[src/rtl/mem_arbiter_if.sv]
// Shared bus widths and the request/response bus used by both requesters and the memory port.
// The arbiter is the slave of each requester bus and the master of the memory bus.
package simple_processor_pkg;
  parameter int ADDR_WIDTH = 16;
  parameter int DATA_WIDTH = 16;
endpackage

interface mem_arbiter_if #(
  parameter int ADDR_WIDTH = simple_processor_pkg::ADDR_WIDTH,
  parameter int DATA_WIDTH = simple_processor_pkg::DATA_WIDTH
);
  logic                  req;
  logic                  we;
  logic [ADDR_WIDTH-1:0] addr;
  logic [DATA_WIDTH-1:0] wdata;
  logic [DATA_WIDTH-1:0] rdata;
  logic                  ack;
  logic                  err;

  modport master (output req, we, addr, wdata, input rdata, ack, err);
  modport slave  (input req, we, addr, wdata, output rdata, ack, err);
endinterface

[src/rtl/mem_arbiter.sv]
// Two-requester arbiter for a single memory port: instruction and data masters share
// one bus, ties alternate, and a stalled memory is cut off after TIMEOUT busy cycles.
module mem_arbiter #(
  parameter int ADDR_WIDTH = simple_processor_pkg::ADDR_WIDTH,
  parameter int DATA_WIDTH = simple_processor_pkg::DATA_WIDTH,
  parameter int TIMEOUT    = 16
) (
  input  logic          clk_i,
  input  logic          arst_i,
  mem_arbiter_if.slave  imem,
  mem_arbiter_if.slave  dmem,
  mem_arbiter_if.master mem
);

  typedef enum logic [1:0] {
    IDLE   = 2'd0,
    BUSY_I = 2'd1,
    BUSY_D = 2'd2
  } state_e;

  localparam logic [7:0] CNT_LAST = 8'(TIMEOUT - 1);
  localparam logic       GRANT_I  = 1'b0;
  localparam logic       GRANT_D  = 1'b1;

  state_e                state_q, state_d;
  logic                  last_grant_q, last_grant_d;
  logic [7:0]            cnt_q, cnt_d;
  logic                  mem_req_q, mem_req_d;
  logic                  mem_we_q, mem_we_d;
  logic [ADDR_WIDTH-1:0] mem_addr_q, mem_addr_d;
  logic [DATA_WIDTH-1:0] mem_wdata_q, mem_wdata_d;

  logic                  imem_ack_s, imem_err_s;
  logic                  dmem_ack_s, dmem_err_s;
  logic [DATA_WIDTH-1:0] imem_rdata_s, dmem_rdata_s;
  logic                  unused_s;

  // State register and latched memory-port request fields
  always_ff @(posedge clk_i or posedge arst_i) begin
    if (arst_i) begin
      state_q      <= IDLE;
      last_grant_q <= GRANT_I;
      cnt_q        <= 8'd0;
      mem_req_q    <= 1'b0;
      mem_we_q     <= 1'b0;
      mem_addr_q   <= {ADDR_WIDTH{1'b0}};
      mem_wdata_q  <= {DATA_WIDTH{1'b0}};
    end else begin
      state_q      <= state_d;
      last_grant_q <= last_grant_d;
      cnt_q        <= cnt_d;
      mem_req_q    <= mem_req_d;
      mem_we_q     <= mem_we_d;
      mem_addr_q   <= mem_addr_d;
      mem_wdata_q  <= mem_wdata_d;
    end
  end

  // Arbitration, completion/timeout detection and combinational response routing
  always_comb begin
    state_d      = state_q;
    last_grant_d = last_grant_q;
    cnt_d        = cnt_q;
    mem_req_d    = mem_req_q;
    mem_we_d     = mem_we_q;
    mem_addr_d   = mem_addr_q;
    mem_wdata_d  = mem_wdata_q;
    imem_ack_s   = 1'b0;
    imem_err_s   = 1'b0;
    imem_rdata_s = {DATA_WIDTH{1'b0}};
    dmem_ack_s   = 1'b0;
    dmem_err_s   = 1'b0;
    dmem_rdata_s = {DATA_WIDTH{1'b0}};

    case (state_q)
      IDLE: begin
        // Data wins when alone or when instruction held the port last
        if (dmem.req && (!imem.req || (last_grant_q == GRANT_I))) begin
          state_d     = BUSY_D;
          cnt_d       = 8'd0;
          mem_req_d   = 1'b1;
          mem_we_d    = dmem.we;
          mem_addr_d  = dmem.addr;
          mem_wdata_d = dmem.wdata;
        end else if (imem.req) begin
          state_d     = BUSY_I;
          cnt_d       = 8'd0;
          mem_req_d   = 1'b1;
          mem_we_d    = 1'b0;
          mem_addr_d  = imem.addr;
          mem_wdata_d = {DATA_WIDTH{1'b0}};
        end else begin
          state_d = IDLE;
        end
      end
      BUSY_I, BUSY_D: begin
        // A real ack in the last allowed cycle beats the timeout
        if (mem.ack || (cnt_q == CNT_LAST)) begin
          state_d   = IDLE;
          mem_req_d = 1'b0;
          if (state_q == BUSY_D) begin
            last_grant_d = GRANT_D;
            dmem_ack_s   = 1'b1;
            dmem_err_s   = !mem.ack;
            dmem_rdata_s = mem.ack ? mem.rdata : {DATA_WIDTH{1'b0}};
          end else begin
            last_grant_d = GRANT_I;
            imem_ack_s   = 1'b1;
            imem_err_s   = !mem.ack;
            imem_rdata_s = mem.ack ? mem.rdata : {DATA_WIDTH{1'b0}};
          end
        end else begin
          cnt_d = cnt_q + 8'd1;
        end
      end
      default: begin
        state_d   = IDLE;
        mem_req_d = 1'b0;
      end
    endcase
  end

  assign mem.req     = mem_req_q;
  assign mem.we      = mem_we_q;
  assign mem.addr    = mem_addr_q;
  assign mem.wdata   = mem_wdata_q;

  assign imem.ack    = imem_ack_s;
  assign imem.err    = imem_err_s;
  assign imem.rdata  = imem_rdata_s;
  assign dmem.ack    = dmem_ack_s;
  assign dmem.err    = dmem_err_s;
  assign dmem.rdata  = dmem_rdata_s;

  // Instruction side never writes and the memory never reports errors
  assign unused_s    = ^{imem.we, imem.wdata, mem.err};

endmodule
[src/flat_wrapper.sv]
// flat-port wrapper written by rule: the top's interface ports become plain ports
module mem_arbiter_flat 
#(
  parameter int ADDR_WIDTH = simple_processor_pkg::ADDR_WIDTH,
  parameter int DATA_WIDTH = simple_processor_pkg::DATA_WIDTH,
  parameter int TIMEOUT    = 16
)
  (clk_i, arst_i, imem_req, imem_we, imem_addr, imem_wdata, imem_rdata, imem_ack, imem_err, dmem_req, dmem_we, dmem_addr, dmem_wdata, dmem_rdata, dmem_ack, dmem_err, mem_req, mem_we, mem_addr, mem_wdata, mem_rdata, mem_ack, mem_err);
  mem_arbiter_if #(.ADDR_WIDTH(ADDR_WIDTH), .DATA_WIDTH(DATA_WIDTH)) imem_i ();
  mem_arbiter_if #(.ADDR_WIDTH(ADDR_WIDTH), .DATA_WIDTH(DATA_WIDTH)) dmem_i ();
  mem_arbiter_if #(.ADDR_WIDTH(ADDR_WIDTH), .DATA_WIDTH(DATA_WIDTH)) mem_i ();
  input  logic clk_i;
  input  logic arst_i;
  input wire logic [$bits(imem_i.req)-1:0] imem_req;
  input wire logic [$bits(imem_i.we)-1:0] imem_we;
  input wire logic [$bits(imem_i.addr)-1:0] imem_addr;
  input wire logic [$bits(imem_i.wdata)-1:0] imem_wdata;
  output wire logic [$bits(imem_i.rdata)-1:0] imem_rdata;
  output wire logic [$bits(imem_i.ack)-1:0] imem_ack;
  output wire logic [$bits(imem_i.err)-1:0] imem_err;
  input wire logic [$bits(dmem_i.req)-1:0] dmem_req;
  input wire logic [$bits(dmem_i.we)-1:0] dmem_we;
  input wire logic [$bits(dmem_i.addr)-1:0] dmem_addr;
  input wire logic [$bits(dmem_i.wdata)-1:0] dmem_wdata;
  output wire logic [$bits(dmem_i.rdata)-1:0] dmem_rdata;
  output wire logic [$bits(dmem_i.ack)-1:0] dmem_ack;
  output wire logic [$bits(dmem_i.err)-1:0] dmem_err;
  output wire logic [$bits(mem_i.req)-1:0] mem_req;
  output wire logic [$bits(mem_i.we)-1:0] mem_we;
  output wire logic [$bits(mem_i.addr)-1:0] mem_addr;
  output wire logic [$bits(mem_i.wdata)-1:0] mem_wdata;
  input wire logic [$bits(mem_i.rdata)-1:0] mem_rdata;
  input wire logic [$bits(mem_i.ack)-1:0] mem_ack;
  input wire logic [$bits(mem_i.err)-1:0] mem_err;
  assign imem_i.req = imem_req;
  assign imem_i.we = imem_we;
  assign imem_i.addr = imem_addr;
  assign imem_i.wdata = imem_wdata;
  assign imem_rdata = imem_i.rdata;
  assign imem_ack = imem_i.ack;
  assign imem_err = imem_i.err;
  assign dmem_i.req = dmem_req;
  assign dmem_i.we = dmem_we;
  assign dmem_i.addr = dmem_addr;
  assign dmem_i.wdata = dmem_wdata;
  assign dmem_rdata = dmem_i.rdata;
  assign dmem_ack = dmem_i.ack;
  assign dmem_err = dmem_i.err;
  assign mem_req = mem_i.req;
  assign mem_we = mem_i.we;
  assign mem_addr = mem_i.addr;
  assign mem_wdata = mem_i.wdata;
  assign mem_i.rdata = mem_rdata;
  assign mem_i.ack = mem_ack;
  assign mem_i.err = mem_err;
  mem_arbiter #(.ADDR_WIDTH(ADDR_WIDTH), .DATA_WIDTH(DATA_WIDTH), .TIMEOUT(TIMEOUT)) u_core (.clk_i(clk_i), .arst_i(arst_i), .imem(imem_i), .dmem(dmem_i), .mem(mem_i));
endmodule
[config.mk]
export PLATFORM = sky130hd
export DESIGN_NAME = mem_arbiter_flat
export DESIGN_NICKNAME = d
export VERILOG_FILES = /design/src/rtl/mem_arbiter_if.sv /design/src/rtl/mem_arbiter.sv /design/src/flat_wrapper.sv
export SDC_FILE = /design/constraint.sdc
export NUM_CORES = 1
export LEC_CHECK = 0
export CELL_PAD_IN_SITES_DETAIL_PLACEMENT = 2
export CELL_PAD_IN_SITES_GLOBAL_PLACEMENT = 2
export CORE_UTILIZATION = 36
export DETAILED_ROUTE_END_ITERATION = 16
export DONT_BUFFER_PORTS = 1
export HOLD_SLACK_MARGIN = 0.05
export PLACE_DENSITY = 0.89
export SLEW_MARGIN = 20
export SYNTH_ARGS = -nofsm -noshare
export SYNTH_HDL_FRONTEND = slang
export SYNTH_SLANG_ARGS = --single-unit
[constraint.sdc]
create_clock -name clk_i -period 4.95 [get_ports clk_i]
set_clock_uncertainty 0.1 [all_clocks]
set_input_delay 0.495 -clock clk_i [delete_from_list [all_inputs] [get_ports clk_i]]
set_output_delay 0.495 -clock clk_i [all_outputs]
set_load 0.1 [all_outputs]
After elaboration in Yosys (flattened, before gate mapping)
Index checks and enable logic that the tools add are counted.

storage, ports and cells
  bits in registers = 45

cells by class
  $add $sub $neg = 1
  equal/unequal tests = 6
  muxes and demuxes = 37
  bitwise operators = 1
  reductions and logical operators = 13

operators by type and width
  cell                                                             number
  16-bit two-way mux                                               11
  8-bit two-way mux                                                3
  1-bit two-way mux                                                18
  8-bit case mux with 2 select lines                               1
  8-bit by 1-bit adder with 8-bit output, second input constant    1
  8-bit by 4-bit == test with 1-bit output, second input constant  1
  2-bit AND reduction                                              3
  2-bit two-way mux                                                2
  2-bit case mux with 2 select lines                               1
  2-bit nonzero test                                               2
  3-bit by 2-bit != test with 1-bit output, second input constant  1
  3-bit AND reduction                                              1
  2-bit by 1-bit == test with 1-bit output, second input constant  1
  2-bit == test, second input constant                             1
  1-bit zero test                                                  2
  2-bit zero test                                                  1
  1-bit logical OR                                                 2
  2-bit by 1-bit != test with 1-bit output, second input constant  1
  2-bit != test, second input constant                             1
  1-bit case mux with 2 select lines                               1
  2-bit OR reduction                                               1
  1-bit logical AND                                                1
  1-bit NOT                                                        1

Longest topological paths before layout
  depth after elaboration = 5
  gate-level depth with buffers = 7
  depth with buffers taken out = 6

Least setup slack after synthesis
No wires, ideal clock.

  path kind = flip-flop to output port
  start = reg u_core.state_q[1]
  end = out imem_err
  data arrival time = 3.059 ns
  data required time = 4.355 ns
  setup slack = 1.296 ns
  cell stages (with the launch flop) = 7
  path buffers = 2
  cell sequence = dfrtp_1 inv_1 ha_1 buf_6 nand2b_1 clkbuf_1 nor3_1

on the way
  longest elaborated chain between the ends = 4

ends and longest elaborated chain
  item                      RTL line                               text
  start: declaration        mem_arbiter.sv:25                      state_e state_q, state_d;
  start signal: assignment  mem_arbiter.sv:49                      state_q <= state_d;
  2-bit == test             mem_arbiter.sv:75, mem_arbiter.sv:101
  1-bit two-way mux         mem_arbiter.sv:101                     if (state_q == BUSY_D) begin
  1-bit two-way mux         mem_arbiter.sv:98                      if (mem.ack || (cnt_q == CNT_LAST)) begin
  1-bit two-way mux (*)     mem_arbiter.sv:75                      case (state_q)
  end: declaration          flat_wrapper.sv:20                     output wire logic [$bits(imem_i.err)-1:0] imem_err;

Mark *: on every way between the ends. The rest lies on a longest branch, timed or not.

Worst setup path in the final report
  start = reg u_core.state_q[1]
  end = out imem_rdata[5]

on the way
  longest elaborated chain between the ends = 4

ends and longest elaborated chain
  item                    RTL line                               text
  2-bit == test           mem_arbiter.sv:75, mem_arbiter.sv:101
  16-bit two-way mux      mem_arbiter.sv:101
  16-bit two-way mux      mem_arbiter.sv:98
  16-bit two-way mux (*)  mem_arbiter.sv:75
  end: declaration        flat_wrapper.sv:18                     output wire logic [$bits(imem_i.rdata)-1:0] imem_rdata;

Marked as above.

==> out/results.txt <==
fraction of registers with async set/reset - 100.0%
TritonRoute pass-1 iters - 3
final hold violation count - 0
CP max-delay cell - nor2_2
total congestion overflow - 0
Crit Reg-Reg Startpoint - u_core.state_q[1]
routing usage on met3 - 4.000%
vias in the first global route - 1,839
Iter 0 DRT Violations - 44
Vias - 1,792
worst-skew pair later-pin latency - 0.29 ns
most frequent cells after synthesis - dfrtp_1 (45), nand2_1 (37), nor2_1 (37), o21ai_0 (19)
RSZ-0062 raised after global routing - no
status - completed
R2R depth - 5
first-pass GRT wire length - 9045 µm
die height - 81.86 µm
relative slew slack - 27.02%
clk slew on worst S/H paths - 0.08 ns
post-synth net total - 331
number of diodes - 0
Ports - 158
TritonCTS Buffers - 5
Die Wd - 81.86 µm
post-route insts no fill - 308
post-CTS setup buffers - 0
final net count - 323
MaxCap Viol Count - 0
CTS max path bufs - 2
synthesized area - 2296 µm²
Antenna Nets Post-Route - 0
area of the core - 6026 µm²
RR Endpoint - u_core.state_q[1]
Final Critical Period - 3.516 ns
CP max stage delay - 1.06 ns
share of cells above drive strength 1 - 23.18%
cell taking the most area after synthesis - dfrtp_1
Root Driver - clkbuf_8
H-tree levels - 2
final WL - 6140 µm
number of synthesized flops with an enable pin - 0
Placed Instances - 299
flop-to-flop setup slack - 2.52 ns
# rows - 28
top cell type's share of synthesized area - 49.05%
initial antenna violation count - 0
CP startpoint - u_core.state_q[1]
clk sinks - 45
crit path DAT - 2.92 ns
register area share after synthesis - 49.05%
Initial Util - 38.10%
Hold WS - 0.1874 ns
Most Crowded Layer GR - met2
cell family with most CP delay - simple AND/OR/NAND/NOR gates
critical path peak fanout - 18
Synth Warn # - 0
Resized Gates After CTS - 0
residual DRC count - 0
M1 GR Usage - 21.24%
setup TNS - 0 ns
crit path capture type - output port
DP HPWL - 4495 µm
wire per inst - 19.94 µm
cell count after synthesis - 240
Via density - 5.818
RePlAce Congestion - 0.7350
WP data required - 4.36 ns
largest net degree at the start of global routing - 50
Hold Crit Class - input pin to asynchronous set/reset pin
Port Buffer Count - 0
fmax - 284.5 MHz
met2 usage - 33.14%
final worst slack - 1.434 ns
worst slack at placement - 1.737 ns
WP buf/inv - 1
Crit Path Category - flip-flop to output port
Cell variety after synth - 36
Final Max Tran Viols - 0
flops & latches, synth - 45
top-count cell post-synth - dfrtp_1
P&R area growth vs syn - 11.23%
final setup fails - 0
TritonCTS clock tree - built
Die ar. - 6701 µm²
CP cell instances - inv_1, ha_1, nand2b_1, nor2_2
Area contributors post-synth - dfrtp_1 (49%), mux2i_1 (7.4%), a22o_1 (6.5%), nand2_1 (6.0%), nor2_1 (6.0%)
crit start category - flip-flop
worst slew pin tran - 1.093 ns
hold-fix buffers at CTS - 0
syn avg cell area - 9.566 µm²
Most used DFF post-synth - dfrtp_1
Tcrit/Tclk final - 71.02%
Total GRT Usage - 18.15%
[placed cells by master, fill, tap and decap left out]
cell / instances
and2_2: 1
inv_1: 5
nand2b_1: 5
clkbuf_1: 1
dfrtp_1: 45
buf_16: 1
and2_1: 1
clkbuf_16: 2
o22ai_1: 1
a221o_1: 1
a21oi_2: 1
nor3_2: 2
nor2_1: 4
nand2_1: 37
clkinv_2: 2
mux2i_1: 17
nor4_4: 1
and4_1: 2
inv_2: 1
a21boi_4: 1
clkbuf_8: 5
nand3_1: 3
a21o_1: 1
o22a_1: 1
mux2_2: 2
nor2_2: 33
a22o_1: 17
a211oi_2: 1
and3_1: 2
a211oi_1: 1
a31oi_1: 8
o31ai_1: 1
a21oi_1: 2
o21ai_4: 1
o21ai_0: 18
o211a_1: 1
ha_1: 3
nor3b_1: 1
or3b_1: 1
[registers in the layout (all words and copies together), names as in the netlist]
signal               flops
u_core.cnt_q             8
u_core.last_grant_q      1
u_core.mem.addr         16
u_core.mem.req           1
u_core.mem.wdata        16
u_core.mem.we            1
u_core.state_q           2
[worst register-to-register path, stage by stage (launching register included)]
cell	delay [ns]
dfrtp_1	0.38
inv_1	0.06
ha_1	0.50
inv_1	0.17
a211oi_2	0.70
mux2_2	0.42
[logic make-up (layout without fill, tap and decap cells)]
logic type / after synthesis / in the layout / synth area share (%)
compound gates: 56 / 56 / 17.17
mux: 19 / 19 / 8.392
buf+inv: 24 / 17 / 5.667
fa+ha+maj: 3 / 3 / 1.635
flops: 45 / 45 / 49.05
simple gates: 93 / 93 / 18.09
[area by class of cell]
type | instances | area [µm²]
Clock inverter | 2 | 10.01
Timing Repair Buffer | 3 | 77.57
Sequential cell | 45 | 1126
Multi-Input combinational cell | 171 | 1151
Fill cell | 647 | 3472
Inverter | 6 | 22.52
Clock buffer | 6 | 72.57
Tap cell | 75 | 93.84
[stage by stage]
stage | instance area [µm²] | utilization [%]
after floorplan | 2296 | -
after global placement | 2436 | 40.43
after detailed placement | 2436 | 40.43
after CTS | 2519 | 41.80
after global routing | 2554 | 42.38
final | 2554 | 42.38
[metal layers]
metal	wire length, µm	part of all wire (%)
met5	0	0
met4	31	0.50
met2	3292	54
met1	2448	40
met3	367	6.0
[worst max path at each step]
stage | endpoint | slack [ns] | cells after the start
global placement | imem_rdata[9] | 1.81 | 4
global route | imem_rdata[7] | 1.26 | 4
detailed placement | imem_rdata[14] | 1.74 | 4
floorplan | imem_err | 1.30 | 6
CTS | imem_rdata[14] | 1.40 | 4
finish | imem_rdata[5] | 1.43 | 4
Power is left out: the tool's default activity adds up to more than one toggle a clock period on the data nets, which glitch-free logic cannot reach.
